==> config.mk <==
export PLATFORM = sky130hd
export DESIGN_NAME = vga_frame_compositor_flat
export DESIGN_NICKNAME = d
export VERILOG_FILES = /design/src/rtl/vga_pkg.sv /design/src/rtl/vga_frame_compositor_if.sv /design/src/rtl/vga_timing.sv /design/src/rtl/vga_frame_compositor.sv /design/src/flat_wrapper.sv
export SDC_FILE = /design/constraint.sdc
export NUM_CORES = 1
export LEC_CHECK = 0
export CORE_MARGIN = 2
export CORE_UTILIZATION = 43
export CTS_CLUSTER_DIAMETER = 200
export CTS_CLUSTER_SIZE = 14
export DETAILED_ROUTE_END_ITERATION = 6
export MAX_ROUTING_LAYER = met4
export PLACE_DENSITY_LB_ADDON = 0.1
export REMOVE_ABC_BUFFERS = 1
export SLEW_MARGIN = 20
export SYNTH_ARGS = -nofsm -noshare
export SYNTH_HDL_FRONTEND = slang
export SYNTH_SLANG_ARGS = --single-unit
==> constraint.sdc <==
create_clock -name clock -period 1.9 [get_ports clock]
set_input_delay 0.285 -clock clock [delete_from_list [all_inputs] [get_ports clock]]
set_output_delay 0.285 -clock clock [all_outputs]
set_load 0.005 [all_outputs]
==> src/rtl/vga_pkg.sv <==
// -----------------------------------------------------------------------------
// vga_pkg
// Shared definitions for the VGA frame compositor:
//   - default 640x480@60 timing (pixels / lines) and the derived totals
//   - rgb332_t colour type and helpers that split it into the three VGA fields
// -----------------------------------------------------------------------------
package vga_pkg;

    localparam int DEF_H_VISIBLE = 640;
    localparam int DEF_H_FRONT   = 16;
    localparam int DEF_H_SYNC    = 96;
    localparam int DEF_H_BACK    = 48;
    localparam int DEF_V_VISIBLE = 480;
    localparam int DEF_V_FRONT   = 10;
    localparam int DEF_V_SYNC    = 2;
    localparam int DEF_V_BACK    = 33;

    localparam int H_TOTAL = DEF_H_VISIBLE + DEF_H_FRONT + DEF_H_SYNC + DEF_H_BACK;
    localparam int V_TOTAL = DEF_V_VISIBLE + DEF_V_FRONT + DEF_V_SYNC + DEF_V_BACK;

    typedef logic [7:0] rgb332_t;

    function automatic logic [2:0] rgb332_red(input rgb332_t c);
        return c[7:5];
    endfunction

    function automatic logic [2:0] rgb332_green(input rgb332_t c);
        return c[4:2];
    endfunction

    function automatic logic [1:0] rgb332_blue(input rgb332_t c);
        return c[1:0];
    endfunction

endpackage

==> src/rtl/vga_frame_compositor_if.sv <==
// -----------------------------------------------------------------------------
// vga_frame_compositor_if
// Bundles the compositor's raster, sprite-layer and VGA-pin signals.
//   master : the compositor (drives raster, sprite_en and pins)
//   slave  : the environment (pixel tick source, sprite layers, pin sink)
// Signals:
//   pixel_tick  one-clock pulse per pixel period
//   sprite_en   copy of pixel_tick for the sprite enables
//   hcount/vcount  raster position (10 bits each)
//   layer_data  per-layer pixel-present flags, layer_rgb per-layer RGB332
//   red/green/blue, hsync/vsync (active low), frame_start
// -----------------------------------------------------------------------------
interface vga_frame_compositor_if #(
    parameter int NUM_LAYERS = 4
);
    logic                    pixel_tick;
    logic                    sprite_en;
    logic [9:0]              hcount;
    logic [9:0]              vcount;
    logic [NUM_LAYERS-1:0]   layer_data;
    logic [8*NUM_LAYERS-1:0] layer_rgb;
    logic [2:0]              red;
    logic [2:0]              green;
    logic [1:0]              blue;
    logic                    hsync;
    logic                    vsync;
    logic                    frame_start;

    modport master (
        input  pixel_tick, layer_data, layer_rgb,
        output sprite_en, hcount, vcount, red, green, blue, hsync, vsync, frame_start
    );

    modport slave (
        output pixel_tick, layer_data, layer_rgb,
        input  sprite_en, hcount, vcount, red, green, blue, hsync, vsync, frame_start
    );
endinterface

==> src/rtl/vga_timing.sv <==
// -----------------------------------------------------------------------------
// vga_timing
// Raster counters (stage S0) plus the raw per-position flags derived from them.
// Ports:
//   clock, reset      system clock, synchronous active-high reset
//   i_tick            pixel tick; counters advance only when it is high
//   o_hcount/o_vcount registered raster position
//   o_hsync_raw       active-low horizontal sync for the current position
//   o_vsync_raw       active-low vertical sync for the current position
//   o_visible         position lies inside the visible area
//   o_first           position is (0,0)
// -----------------------------------------------------------------------------
module vga_timing
    import vga_pkg::*;
#(
    parameter int H_VISIBLE = DEF_H_VISIBLE,
    parameter int H_FRONT   = DEF_H_FRONT,
    parameter int H_SYNC    = DEF_H_SYNC,
    parameter int H_BACK    = DEF_H_BACK,
    parameter int V_VISIBLE = DEF_V_VISIBLE,
    parameter int V_FRONT   = DEF_V_FRONT,
    parameter int V_SYNC    = DEF_V_SYNC,
    parameter int V_BACK    = DEF_V_BACK
) (
    input  logic       clock,
    input  logic       reset,
    input  logic       i_tick,
    output logic [9:0] o_hcount,
    output logic [9:0] o_vcount,
    output logic       o_hsync_raw,
    output logic       o_vsync_raw,
    output logic       o_visible,
    output logic       o_first
);

    localparam logic [9:0] H_LAST   = 10'(H_VISIBLE + H_FRONT + H_SYNC + H_BACK - 1);
    localparam logic [9:0] V_LAST   = 10'(V_VISIBLE + V_FRONT + V_SYNC + V_BACK - 1);
    localparam logic [9:0] H_VIS    = 10'(H_VISIBLE);
    localparam logic [9:0] V_VIS    = 10'(V_VISIBLE);
    localparam logic [9:0] H_SYN_LO = 10'(H_VISIBLE + H_FRONT);
    localparam logic [9:0] H_SYN_HI = 10'(H_VISIBLE + H_FRONT + H_SYNC);
    localparam logic [9:0] V_SYN_LO = 10'(V_VISIBLE + V_FRONT);
    localparam logic [9:0] V_SYN_HI = 10'(V_VISIBLE + V_FRONT + V_SYNC);

    logic [9:0] r_hcount;
    logic [9:0] r_vcount;

    // S0: raster counters
    always_ff @(posedge clock) begin
        if (reset) begin
            r_hcount <= '0;
            r_vcount <= '0;
        end else if (i_tick) begin
            if (r_hcount == H_LAST) begin
                r_hcount <= '0;
                r_vcount <= (r_vcount == V_LAST) ? 10'd0 : r_vcount + 10'd1;
            end else begin
                r_hcount <= r_hcount + 10'd1;
            end
        end
    end

    assign o_hcount    = r_hcount;
    assign o_vcount    = r_vcount;
    assign o_hsync_raw = !((r_hcount >= H_SYN_LO) && (r_hcount < H_SYN_HI));
    assign o_vsync_raw = !((r_vcount >= V_SYN_LO) && (r_vcount < V_SYN_HI));
    assign o_visible   = (r_hcount < H_VIS) && (r_vcount < V_VIS);
    assign o_first     = (r_hcount == 10'd0) && (r_vcount == 10'd0);

endmodule

==> src/rtl/vga_frame_compositor.sv <==
// -----------------------------------------------------------------------------
// vga_frame_compositor
// Generates the VGA raster, delays the sync/visible/first flags to match the
// sprite read latency, priority-muxes the sprite layers (index 0 highest) over
// BG_COLOR, blanks outside the visible area and drives the VGA pins.
// Counter value to pin latency is two pixel ticks (S0 counters, S1 sprites,
// S2 compositor register).
// Ports:
//   clock, reset  system clock, synchronous active-high reset (wins over a tick)
//   bus           vga_frame_compositor_if.master (tick, layers, raster, pins)
// Optional feature: define VGA_DEBUG_BORDER_EN to force visible edge pixels
// to white above all layers.
// -----------------------------------------------------------------------------
module vga_frame_compositor
    import vga_pkg::*;
#(
    parameter int      H_VISIBLE  = DEF_H_VISIBLE,
    parameter int      H_FRONT    = DEF_H_FRONT,
    parameter int      H_SYNC     = DEF_H_SYNC,
    parameter int      H_BACK     = DEF_H_BACK,
    parameter int      V_VISIBLE  = DEF_V_VISIBLE,
    parameter int      V_FRONT    = DEF_V_FRONT,
    parameter int      V_SYNC     = DEF_V_SYNC,
    parameter int      V_BACK     = DEF_V_BACK,
    parameter int      NUM_LAYERS = 4,
    parameter rgb332_t BG_COLOR   = 8'b111_111_11
) (
    input logic                   clock,
    input logic                   reset,
    vga_frame_compositor_if.master bus
);

    logic [9:0] w_hcount;
    logic [9:0] w_vcount;
    logic       w_hsync_raw;
    logic       w_vsync_raw;
    logic       w_visible;
    logic       w_first;
    logic       w_tick;
    rgb332_t    w_pixel;

    logic       r_hsync_p1, r_vsync_p1, r_vis_p1, r_first_p1;
    logic       r_hsync_p2, r_vsync_p2, r_first_p2;
    rgb332_t    r_rgb_p2;

    assign w_tick = bus.pixel_tick;

    vga_timing #(
        .H_VISIBLE (H_VISIBLE), .H_FRONT (H_FRONT), .H_SYNC (H_SYNC), .H_BACK (H_BACK),
        .V_VISIBLE (V_VISIBLE), .V_FRONT (V_FRONT), .V_SYNC (V_SYNC), .V_BACK (V_BACK)
    ) u_timing (
        .clock       (clock),
        .reset       (reset),
        .i_tick      (w_tick),
        .o_hcount    (w_hcount),
        .o_vcount    (w_vcount),
        .o_hsync_raw (w_hsync_raw),
        .o_vsync_raw (w_vsync_raw),
        .o_visible   (w_visible),
        .o_first     (w_first)
    );

    // Lowest-index layer with data wins; scanning from the top index down lets
    // each lower index overwrite the choice.
    function automatic rgb332_t prio_mux(input logic [NUM_LAYERS-1:0]   data,
                                         input logic [8*NUM_LAYERS-1:0] rgb);
        rgb332_t c;
        c = BG_COLOR;
        for (int i = NUM_LAYERS - 1; i >= 0; i--) begin
            if (data[i]) c = rgb[8*i +: 8];
        end
        return c;
    endfunction

`ifdef VGA_DEBUG_BORDER_EN
    localparam logic [9:0] H_EDGE = 10'(H_VISIBLE - 1);
    localparam logic [9:0] V_EDGE = 10'(V_VISIBLE - 1);
    logic r_border_p1;

    // S1: border flag travels with the other delayed position flags
    always_ff @(posedge clock) begin
        if (reset) begin
            r_border_p1 <= 1'b0;
        end else if (w_tick) begin
            r_border_p1 <= (w_hcount == 10'd0) || (w_hcount == H_EDGE) ||
                           (w_vcount == 10'd0) || (w_vcount == V_EDGE);
        end
    end
`endif

    always_comb begin
        w_pixel = prio_mux(bus.layer_data, bus.layer_rgb);
`ifdef VGA_DEBUG_BORDER_EN
        if (r_border_p1) w_pixel = 8'hFF;
`endif
        if (!r_vis_p1) w_pixel = '0;
    end

    // S1 and S2: flag delay line and compositor output register
    always_ff @(posedge clock) begin
        if (reset) begin
            r_hsync_p1 <= 1'b1;
            r_vsync_p1 <= 1'b1;
            r_vis_p1   <= 1'b0;
            r_first_p1 <= 1'b0;
            r_hsync_p2 <= 1'b1;
            r_vsync_p2 <= 1'b1;
            r_first_p2 <= 1'b0;
            r_rgb_p2   <= '0;
        end else begin
            // frame_start is a single-clock pulse, so it clears on every non-tick clock
            r_first_p2 <= w_tick && r_first_p1;
            if (w_tick) begin
                r_hsync_p1 <= w_hsync_raw;
                r_vsync_p1 <= w_vsync_raw;
                r_vis_p1   <= w_visible;
                r_first_p1 <= w_first;
                r_hsync_p2 <= r_hsync_p1;
                r_vsync_p2 <= r_vsync_p1;
                r_rgb_p2   <= w_pixel;
            end
        end
    end

    assign bus.sprite_en   = w_tick;
    assign bus.hcount      = w_hcount;
    assign bus.vcount      = w_vcount;
    assign bus.red         = rgb332_red(r_rgb_p2);
    assign bus.green       = rgb332_green(r_rgb_p2);
    assign bus.blue        = rgb332_blue(r_rgb_p2);
    assign bus.hsync       = r_hsync_p2;
    assign bus.vsync       = r_vsync_p2;
    assign bus.frame_start = r_first_p2;

endmodule
==> src/flat_wrapper.sv <==
// flat-port wrapper written by rule: the top's interface ports become plain ports
module vga_frame_compositor_flat import vga_pkg::*;
#(
    parameter int      H_VISIBLE  = DEF_H_VISIBLE,
    parameter int      H_FRONT    = DEF_H_FRONT,
    parameter int      H_SYNC     = DEF_H_SYNC,
    parameter int      H_BACK     = DEF_H_BACK,
    parameter int      V_VISIBLE  = DEF_V_VISIBLE,
    parameter int      V_FRONT    = DEF_V_FRONT,
    parameter int      V_SYNC     = DEF_V_SYNC,
    parameter int      V_BACK     = DEF_V_BACK,
    parameter int      NUM_LAYERS = 4,
    parameter rgb332_t BG_COLOR   = 8'b111_111_11
)
  (clock, reset, bus_pixel_tick, bus_layer_data, bus_layer_rgb, bus_sprite_en, bus_hcount, bus_vcount, bus_red, bus_green, bus_blue, bus_hsync, bus_vsync, bus_frame_start);
  vga_frame_compositor_if #(.NUM_LAYERS(NUM_LAYERS)) bus_i ();
  input logic clock;
  input logic reset;
  input wire logic [$bits(bus_i.pixel_tick)-1:0] bus_pixel_tick;
  input wire logic [$bits(bus_i.layer_data)-1:0] bus_layer_data;
  input wire logic [$bits(bus_i.layer_rgb)-1:0] bus_layer_rgb;
  output wire logic [$bits(bus_i.sprite_en)-1:0] bus_sprite_en;
  output wire logic [$bits(bus_i.hcount)-1:0] bus_hcount;
  output wire logic [$bits(bus_i.vcount)-1:0] bus_vcount;
  output wire logic [$bits(bus_i.red)-1:0] bus_red;
  output wire logic [$bits(bus_i.green)-1:0] bus_green;
  output wire logic [$bits(bus_i.blue)-1:0] bus_blue;
  output wire logic [$bits(bus_i.hsync)-1:0] bus_hsync;
  output wire logic [$bits(bus_i.vsync)-1:0] bus_vsync;
  output wire logic [$bits(bus_i.frame_start)-1:0] bus_frame_start;
  assign bus_i.pixel_tick = bus_pixel_tick;
  assign bus_i.layer_data = bus_layer_data;
  assign bus_i.layer_rgb = bus_layer_rgb;
  assign bus_sprite_en = bus_i.sprite_en;
  assign bus_hcount = bus_i.hcount;
  assign bus_vcount = bus_i.vcount;
  assign bus_red = bus_i.red;
  assign bus_green = bus_i.green;
  assign bus_blue = bus_i.blue;
  assign bus_hsync = bus_i.hsync;
  assign bus_vsync = bus_i.vsync;
  assign bus_frame_start = bus_i.frame_start;
  vga_frame_compositor #(.H_VISIBLE(H_VISIBLE), .H_FRONT(H_FRONT), .H_SYNC(H_SYNC), .H_BACK(H_BACK), .V_VISIBLE(V_VISIBLE), .V_FRONT(V_FRONT), .V_SYNC(V_SYNC), .V_BACK(V_BACK), .NUM_LAYERS(NUM_LAYERS), .BG_COLOR(BG_COLOR)) u_core (.clock(clock), .reset(reset), .bus(bus_i));
endmodule
==> impl_metrics.toml <==
[clock_tree]
clock_sinks = 35
cts_made_buffers = 5
clk_latency_ns = 0.29
cts_tree = "built"
cts_hold_buf = 0
cts_resized = 0
root_buffer = "clkbuf_8"
h-tree-depth = 2
clk_pin_slew_ns = 0.08
cts_buffer_depth = 2
cts_setup_buffers = 0

[global_routing]
grt_pass1_wl_um = 8004
grt_use_total_pct = 20.95
antenna_found_initial = 0
grt_pass1_vias = 1724
grt_overflow = 0
grt_max_degree = 20

[synthesis]
synth-seq-cells = 35
synth_cell_type_count = 42
synth-main-ff-cell = "dfxtp_1"
yosys.area.top_type_share_pct = 38.38
yosysSeqAreaShare_pct = 38.38
synth_edf_count = 0
ys.warnings.count = 0
synthCells = 208
synth_top_area_cell = "dfxtp_1"
syn_area_per_cell_um2 = 8.776
ys_async_sr_fraction_pct = 0
syn_area_mm2 = 0.001826
yosys-top-cells-area = "dfxtp_1 38%, a32o_1 4.4%, o21ai_0 4.4%"

[layout]
diodes = 0
nets = 333
drive_gt1_share_pct = 10.69
syn_to_final_growth_pct = 50.10
final_common_cell = "clkdlybuf4s50_1"
utilization_pct = 68.01
final_cell_mix = "70 x clkdlybuf4s50_1, 35 x dfxtp_1, 18 x nor2_1"
stdcell_count = 340

[die]
start_util_pct = 45.31
io_pins = 71
die_x_um = 69.16
core_mm2 = 0.004029
dieHeight_um = 69.16
rows = 23
dieArea_mm2 = 0.004782

[routing]
postRouteAntennaNets = 0
met2_length_um = 2249
route.vias.total = 1813
drc = 0
wl_met3_um = 204
wl_um = 4698
maxUsedRoutingLayer = "met4"
drt_iter0_drc = 55
drt-pass1-iter-count = 4
routed_via_density = 5.332
wire_per_inst_um = 13.82
m1WireLength_um = 2182

[place]
dp.cells = 332
dp_hpwl_um = 3476
io_buffers = 70
gp_congestion = 0.7553

[sta]
grt_setup_unrepaired = "no"
fin_hold_ws_ns = 0.4750
min_period_ns = 1.855
fmax_mhz = 539.1
period_share_pct = 97.64
fin_setup_tns_ns = 0
relSlewSlack_pct = 59.94
slew_viol_final = 0
worstMarginPinSlew_ns = 0.5986
clock_skew_ns = 0.008782
setup_viol = 0
finalHoldViolations = 0

[critical_path]
critPathLaunchType = "primary input"
worst-r2r-setup-slack_ns = 0.24
arrival_ns = 1.57
critical_path_class = "in -> out"
end_kind = "output pin"
crit_required_ns = 1.62
critPathMaxFanout = 19

[power]
ir_worst_vdd_v = 0.0004694
powerDensity_mw_per_mm2 = 610.3
leakage_nw = 1.005

[run_status]
outcome = "finished, final reports clean"

[min_path]
hold_class = "reg -> reg"

[job]
cap_violations = 0
[per-layer routing]
| layer | track usage (%) | vias to the layer above |
|---|---|---|
| li1 | - | 920 |
| met5 | - | - |
| met4 | 5.882 | 0 |
| met2 | 33.65 | 49 |
| met1 | 26.73 | 835 |
| met3 | 4.386 | 9 |
[where the power goes]
part | total (mW) | internal [mW] | switching (mW)
clock | 0.697 | 0.425 | 0.272
combinational | 0.218 | 0.137 | 0.0811
sequential | 0.758 | 0.749 | 0.00904
total | 1.67 | 1.31 | 0.362
[cell families (layout without fill, tap and decap cells)]
group | after synthesis | in the layout | synth area share, %
mux | 5 | 5 | 2.742
buf+inv | 19 | 101 | 5.962
fa+ha+maj | 5 | 5 | 3.427
flops | 35 | 35 | 38.38
compound gates | 52 | 52 | 18.23
simple gates | 81 | 81 | 25.98
xor+xnor | 11 | 11 | 5.277
[final timing paths]
kind                          startpoint                     endpoint  cells after the start
min                   u_core.r_rgb_p2[6]           u_core.r_rgb_p2[6]                      1
max reg2reg  u_core.u_timing.o_hcount[1]  u_core.u_timing.o_vcount[7]                      4
max                       bus_pixel_tick                bus_sprite_en                      3
min reg2reg           u_core.r_rgb_p2[6]           u_core.r_rgb_p2[6]                      1
[flip-flops by register name (all words and copies together) (netlist names)]
signal and cells:
u_core.u_timing.o_hcount 10, u_core.bus.vsync 1, u_core.r_hsync_p1 1, u_core.r_vis_p1 1, u_core.r_first_p1 1, u_core.bus.frame_start 1, u_core.r_rgb_p2 8, u_core.bus.hsync 1
u_core.r_vsync_p1 1, u_core.u_timing.o_vcount 10
[area by class of cell]
type | instances | area (µm²)
fillers | 354 | 1289
repair buffers | 85 | 813.3
well taps | 50 | 62.56
clock buffers | 6 | 82.58
flip-flops and latches | 35 | 700.7
clock inverters | 2 | 35.03
inverters | 8 | 30.03
multi-input cells | 154 | 1016
[worst max-delay path: stages]
cell and delay [ns]:
clkdlybuf4s50_1 0.49, buf_4 0.25, clkdlybuf4s50_1 0.54
[synth_stat cells, types with 2 or more instances]
cell	count
dfxtp_1	35
nor2_1	18
o21ai_0	16
a21oi_1	15
nand2_1	12
nand2b_1	9
a32o_1	8
inv_1	7
nand4_1	7
o22ai_1	7
xor2_1	6
ha_1	5
mux2i_1	5
nand3_1	5
xnor2_1	5
and3_1	4
clkbuf_1	4
nor3_1	4
or3_1	4
and4_1	3
buf_4	3
buf_6	2
nor4_1	2
nor4b_1	2
o32ai_1	2
or3_2	2
[through the flow]
stage          area (µm²)  worst slack (ns)  total power [mW]
4_1_cts              2740           0.04204             1.687
3_5_place_dp         2623          -0.04325            0.9926
5_1_grt              2740           0.02282             1.739
3_3_place_gp         2623          -0.02718            0.9902
2_1_floorplan        1747            0.2460            0.8436
6_report             2740           0.04491             1.672
(Power assumes the default switching activity.)
